==> src/rtl/frac_div_sequencer.sv <==
// Fractional-N modulus sequencer: spreads x periods of N+1 evenly over each frame of `total` periods.
// Latency: LOAD takes one clk, then the first period runs; div_pulse/period_done are registered (one clk after terminal count).
// Backpressure: one-deep shadow register; cfg_ready is low while a configuration waits for the next frame boundary.
//
// Ports:
//   clk, rst_n             divider clock, asynchronous active-low reset
//   en                     run enable; dropping it stops the divider at the next frame boundary
//   cfg_valid/cfg_ready    configuration handshake carrying cfg_n, cfg_x, cfg_total
//   div_pulse              one-clk pulse marking the start of each new divider period
//   mod_sel                modulus of the period in progress (0 = N, 1 = N+1)
//   period_done            with div_pulse when a frame has just completed
//   busy                   high in LOAD and RUN
//   cfg_err                one-clk pulse when an offered configuration is rejected
module frac_div_sequencer #(
  parameter int NW = 8,
  parameter int FW = 4
) (
  input  logic          clk,
  input  logic          rst_n,
  input  logic          en,
  input  logic          cfg_valid,
  output logic          cfg_ready,
  input  logic [NW-1:0] cfg_n,
  input  logic [FW-1:0] cfg_x,
  input  logic [FW-1:0] cfg_total,
  output logic          div_pulse,
  output logic          mod_sel,
  output logic          period_done,
  output logic          busy,
  output logic          cfg_err
);

  typedef enum logic [1:0] {IDLE, LOAD, RUN} state_t;

  localparam logic [NW-1:0] N_ONE  = NW'(1);
  localparam logic [NW-1:0] N_TWO  = NW'(2);
  localparam logic [NW:0]   N1_ONE = (NW+1)'(1);
  localparam logic [FW-1:0] F_ONE  = FW'(1);

  state_t        state;
  logic [NW-1:0] sh_n, n_q;
  logic [FW-1:0] sh_x, sh_tot, x_q, tot_q;
  logic          pend;      // shadow holds a configuration not yet applied
  logic          have_act;  // an active configuration exists (allows restart without a new cfg)
  logic [NW-1:0] cnt;
  logic [FW-1:0] acc;
  logic [FW-1:0] frame_cnt;

  // One accumulator step: returns {extended, next_acc}. sum is FW+1 bits so
  // acc + x never wraps; when it reaches tot the excess stays below tot.
  function automatic logic [FW:0] mod_step(input logic [FW-1:0] a,
                                           input logic [FW-1:0] x,
                                           input logic [FW-1:0] t);
    logic [FW:0] sum;
    logic [FW:0] diff;
    sum  = {1'b0, a} + {1'b0, x};
    diff = sum - {1'b0, t};
    if (sum >= {1'b0, t}) mod_step = {1'b1, diff[FW-1:0]};
    else                  mod_step = {1'b0, sum[FW-1:0]};
  endfunction

  logic          cfg_ok;
  logic          accept;
  logic [NW-1:0] ld_n;
  logic [FW-1:0] ld_x, ld_tot;
  logic [FW:0]   ld_step, mid_step;
  logic [NW:0]   term_val;
  logic          terminal;
  logic          last_period;

  assign cfg_ok = (cfg_total != '0) && (cfg_x <= cfg_total) && (cfg_n >= N_TWO);
  assign accept = cfg_valid && !pend;

  // Configuration used when a frame starts: a pending shadow wins, otherwise
  // the current active values are reused (restart after en toggling).
  assign ld_n   = pend ? sh_n   : n_q;
  assign ld_x   = pend ? sh_x   : x_q;
  assign ld_tot = pend ? sh_tot : tot_q;

  // Every frame starts from acc = 0, so the first step only needs x and tot.
  assign ld_step  = mod_step('0, ld_x, ld_tot);
  assign mid_step = mod_step(acc, x_q, tot_q);

  // Period length is N or N+1 evaluated at NW+1 bits so N = 2^NW-1 still works.
  assign term_val    = {1'b0, n_q} + {{NW{1'b0}}, mod_sel} - N1_ONE;
  assign terminal    = ({1'b0, cnt} == term_val);
  assign last_period = (frame_cnt == (tot_q - F_ONE));

  assign cfg_ready = !pend;
  assign busy      = (state != IDLE);

  always_ff @(posedge clk or negedge rst_n) begin
    if (!rst_n) begin
      state       <= IDLE;
      sh_n        <= '0;
      sh_x        <= '0;
      sh_tot      <= '0;
      pend        <= 1'b0;
      have_act    <= 1'b0;
      n_q         <= '0;
      x_q         <= '0;
      tot_q       <= '0;
      cnt         <= '0;
      acc         <= '0;
      frame_cnt   <= '0;
      mod_sel     <= 1'b0;
      div_pulse   <= 1'b0;
      period_done <= 1'b0;
      cfg_err     <= 1'b0;
    end else begin
      div_pulse   <= 1'b0;
      period_done <= 1'b0;
      cfg_err     <= 1'b0;

      // Handshake and consumption never overlap: accept needs !pend,
      // consumption needs pend, so each clear below is guarded by pend.
      if (accept) begin
        if (cfg_ok) begin
          sh_n   <= cfg_n;
          sh_x   <= cfg_x;
          sh_tot <= cfg_total;
          pend   <= 1'b1;
        end else begin
          cfg_err <= 1'b1;
        end
      end

      case (state)
        IDLE: begin
          mod_sel <= 1'b0;
          if (en && (pend || have_act)) state <= LOAD;
        end

        LOAD: begin
          n_q       <= ld_n;
          x_q       <= ld_x;
          tot_q     <= ld_tot;
          if (pend) pend <= 1'b0;
          have_act  <= 1'b1;
          cnt       <= '0;
          frame_cnt <= '0;
          mod_sel   <= ld_step[FW];
          acc       <= ld_step[FW-1:0];
          state     <= RUN;
        end

        RUN: begin
          if (terminal) begin
            div_pulse <= 1'b1;
            cnt       <= '0;
            if (last_period) begin
              period_done <= 1'b1;
              frame_cnt   <= '0;
              if (!en) begin
                // Stopping only here keeps every emitted frame complete.
                state   <= IDLE;
                mod_sel <= 1'b0;
                acc     <= '0;
              end else begin
                // Seamless frame start: new config (if any) takes effect with
                // no LOAD bubble.
                n_q     <= ld_n;
                x_q     <= ld_x;
                tot_q   <= ld_tot;
                if (pend) pend <= 1'b0;
                mod_sel <= ld_step[FW];
                acc     <= ld_step[FW-1:0];
              end
            end else begin
              frame_cnt <= frame_cnt + F_ONE;
              mod_sel   <= mid_step[FW];
              acc       <= mid_step[FW-1:0];
            end
          end else begin
            cnt <= cnt + N_ONE;
          end
        end

        default: state <= IDLE;
      endcase
    end
  end

endmodule

==> config.mk <==
export PLATFORM = sky130hd
export DESIGN_NAME = frac_div_sequencer
export DESIGN_NICKNAME = d
export VERILOG_FILES = /design/src/rtl/frac_div_sequencer.sv
export SDC_FILE = /design/constraint.sdc
export NUM_CORES = 1
export LEC_CHECK = 0
export CAP_MARGIN = 5
export CORE_MARGIN = 2
export CORE_UTILIZATION = 53
export DETAILED_ROUTE_END_ITERATION = 16
export PLACE_DENSITY = 0.76
export SLEW_MARGIN = 5
export SYNTH_ARGS = -nofsm -noshare
export SYNTH_HDL_FRONTEND = slang
export SYNTH_SLANG_ARGS = --single-unit
==> constraint.sdc <==
create_clock -name clk -period 2.7 [get_ports clk]
set_clock_uncertainty 0.15 [all_clocks]
set_input_delay 0.54 -clock clk [delete_from_list [all_inputs] [get_ports clk]]
set_output_delay 0.54 -clock clk [all_outputs]
set_load 0.05 [all_outputs]
==> flow_summary_export.csv <==
group,metric,value,unit
setup_path,critPathMaxFanout,5,
finish,area_growth,26.6,%
cts,clkLatencyLatePin,320,ps
global_routing,grt_pass1_wl,14100,µm
floorplanning,dieHeight,86.7,µm
place,gp_congestion,0.909,
timing,worst_pin_slew,583,ps
outcome,status,"finished, violations left",
timing,fin_crit_sh,107,%
yosys,async_reset_ff_share,100,%
place,placed_area,4340,µm²
cts,root_buffer,"clkbuf_8",
yosys,yosysUniqueCellTypes,56,
finish,final_area,4590,µm²
global_routing,grt_overflow,0,
yosys,synth-edff-count,0,
timing,slew_violations,0,
pwr,power.density,1410,nW/µm²
setup_path,end_kind,"flip-flop",
cts,cts_sinks,56,
yosys,synth_top_cell_by_area,"dfrtp_1",
timing,hold_violations,0,
place,dp_hpwl,6280,µm
finish,layout-drive-gt1-share,30.0,%
timing,clock.fmax,0.345,GHz
timing,setup_ws,-201,ps
finish,finalNetCount,473,
pwr,power_leakage,2.06,nW
setup_path,crit_type,"reg2reg",
cts,cts_hold_buffers,0,
outcome,violations,"setup timing",
floorplanning,die-area,7520,µm²
timing,setup_violations,5,
drt,avgViaCountPerCell,5.65,
yosys,synth-seq-area-share,38.6,%
drt,drt_first_pass_iters,4,
finish,multi_input_area,2230,µm²
yosys,netlist_area,3630,µm²
setup_path,critPathLaunchType,"flip-flop",
yosys,ys_top_cells_by_area,"dfrtp_1 (39%), ha_1 (8.6%), mux2_2 (7.1%)",
cts,clkTransAtPathRegs,110,ps
drt,wire_per_inst,16.6,µm
timing,relSlewSlack,60.9,%
cts,cts_tree,"yes",
place,portBuffers,25,
yosys,ys.flop_type,"dfrtp_1",
setup_path,r2r_setup_slack,-200,ps
global_routing,antenna_found_initial,0,
finish,regArea,1400,µm²
finish,n_fill_cell,501,
global_routing,track_usage,24.3,%
yosys,yosysWarnings,0,
cts,htreeDepth,2,
setup_path,critPathRequiredTime,2760,ps
finish,layout_commonest_cell,"dfrtp_1",
drt,first_iter_violations,151,
flow_run,cap_violations,0,
floorplanning,die_x,86.7,µm
floorplanning,rows,30,
timing,rsz0062_at_grt,"true",
yosys,syn_inst,356,
global_routing,grt_max_degree,36,
finish,antenna_cells,0,
yosys,syn_nets,404,
cts,cts_buffer_depth,2,
floorplanning,start_util,54.0,%
drt,wirelength,8420,µm
setup_path,arrival,2960,ps
yosys,synth-seq-cells,56,
drt,post-route-drc-count,0,
global_routing,grt_pass1_vias,2944,
drt,detail-route-antenna-nets,0,
worst_hold_path,hp-class,"in2async",
floorplanning,core,6720,µm²
place,place_ws,-338,ps
floorplanning,ios,26,
cts,cts_buffers,5,
drt,num_vias,2861,
pwr,peakVddDrop,1540,µV
yosys,synth_area_per_cell,10.2,µm²
yosys,yosysTopAreaCellShare,38.6,%
timing,fin_crit,2900,ps
finish,layout_common_cells,"dfrtp_1 (54), buf_4 (45), inv_1 (29)",
## metrics by stage
stage / power, mW / cells / util (%) / hold slack, ps / setup TNS [ps]
2_1_floorplan: 4.22 / 356 / - / 94.4 / -453
3_3_place_gp: 5.34 / 493 / 64.6 / 297 / -3210
3_5_place_dp: 5.49 / 493 / 64.6 / 301 / -6210
4_1_cts: 6.20 / 503 / 66.8 / 34.9 / -564
5_1_grt: 6.98 / 506 / 68.3 / 61.4 / -1340
6_report: 6.48 / 506 / 68.3 / 17.7 / -713
## worst paths after layout
path / depth (start not counted) / end / start
worst max-delay path: 10 / acc[1] / acc[0]
worst min-delay path: 1 / n_q[3] / rst_n
worst max register to register: 10 / acc[1] / acc[0]
worst min register to register: 1 / have_act / have_act
max in group asynchronous: 2 / mod_sel / rst_n
min in group clk: 1 / have_act / have_act
## where the power goes
group	switching, mW	internal, mW	leakage [nW]
sequential	0.317	1.15	0.691
combinational	2.12	2.39	1.33
clock	0.309	0.191	0.0463
## sequential cells by signal, summed over array words and instances, names as in the netlist, 2 cells and up
| register | cells |
|---|---|
| sh_tot | 4 |
| n_q | 8 |
| sh_x | 4 |
| frame_cnt | 4 |
| tot_q | 4 |
| cnt | 8 |
| sh_n | 8 |
| x_q | 4 |
| acc | 4 |
| state | 2 |
## cell usage after synthesis, drive strengths merged (2+ instances only)
cell type and count:
fa 3, xor2 7, a21o 7, nor2 13, nor4 6, o22ai 6, nor3 14, mux2i 10
a21oi 25, a31oi 3, nand2 15, clkbuf 8, a211oi 2, nor2b 8, nand3 12, inv 31
and3 4, o221ai 2, dfrtp 56, a2bb2oi 2, or2 2, a31o 2, o21ai 12, buf 4
nand4 3, xnor2 15, nor3b 4, nand2b 5, ha 25, mux2 35
## layer usage
| layer | global-route usage (%) | wire length [µm] | vias up |
|---|---|---|---|
| met3 | 2.67 | 217 | 10 |
| li1 | - | - | 1409 |
| met2 | 42.9 | 4500 | 40 |
| met4 | 8.38 | 106 | 0 |
| met5 | 0 | 0 | - |
| met1 | 30.9 | 3590 | 1402 |
## cell families (layout without fill, tap and decap cells)
kind of cell,after synthesis,count (layout),synth area share [%]
XOR/XNOR,22,22,5.31
AND/OR/NAND/NOR,90,90,13.3
AO/OA/AOI/OAI,72,72,13.3
adder cells (fa/ha/maj),28,28,10.3
multiplexers,45,45,14.4
flip-flops,56,56,38.6
buffers and inverters,43,113,4.72
## area by class of cell
type	instances	area share [%]
multi-input cells	257	48.5
flip-flops and latches	56	30.6
clock inverters	3	0.599
clock buffers	5	1.50
inverters	31	2.53
repair buffers	74	14.1
well taps	80	2.18
## timing repair
action,CTS,global route
gates resized for setup,11,20
pin swaps,8,16
setup endpoints to repair,19,37
setup buffers,2,3
## worst max-delay path, stage by stage (launching register included)
cell and delay, ps:
dfrtp_1 410, ha_2 210, fa_2 360, xor2_2 160, ha_1 340, a21o_1 240
a31o_4 230, a21oi_4 190, mux2_4 320, nand3_2 80, o221ai_2 80
(Power assumes the default switching activity.)
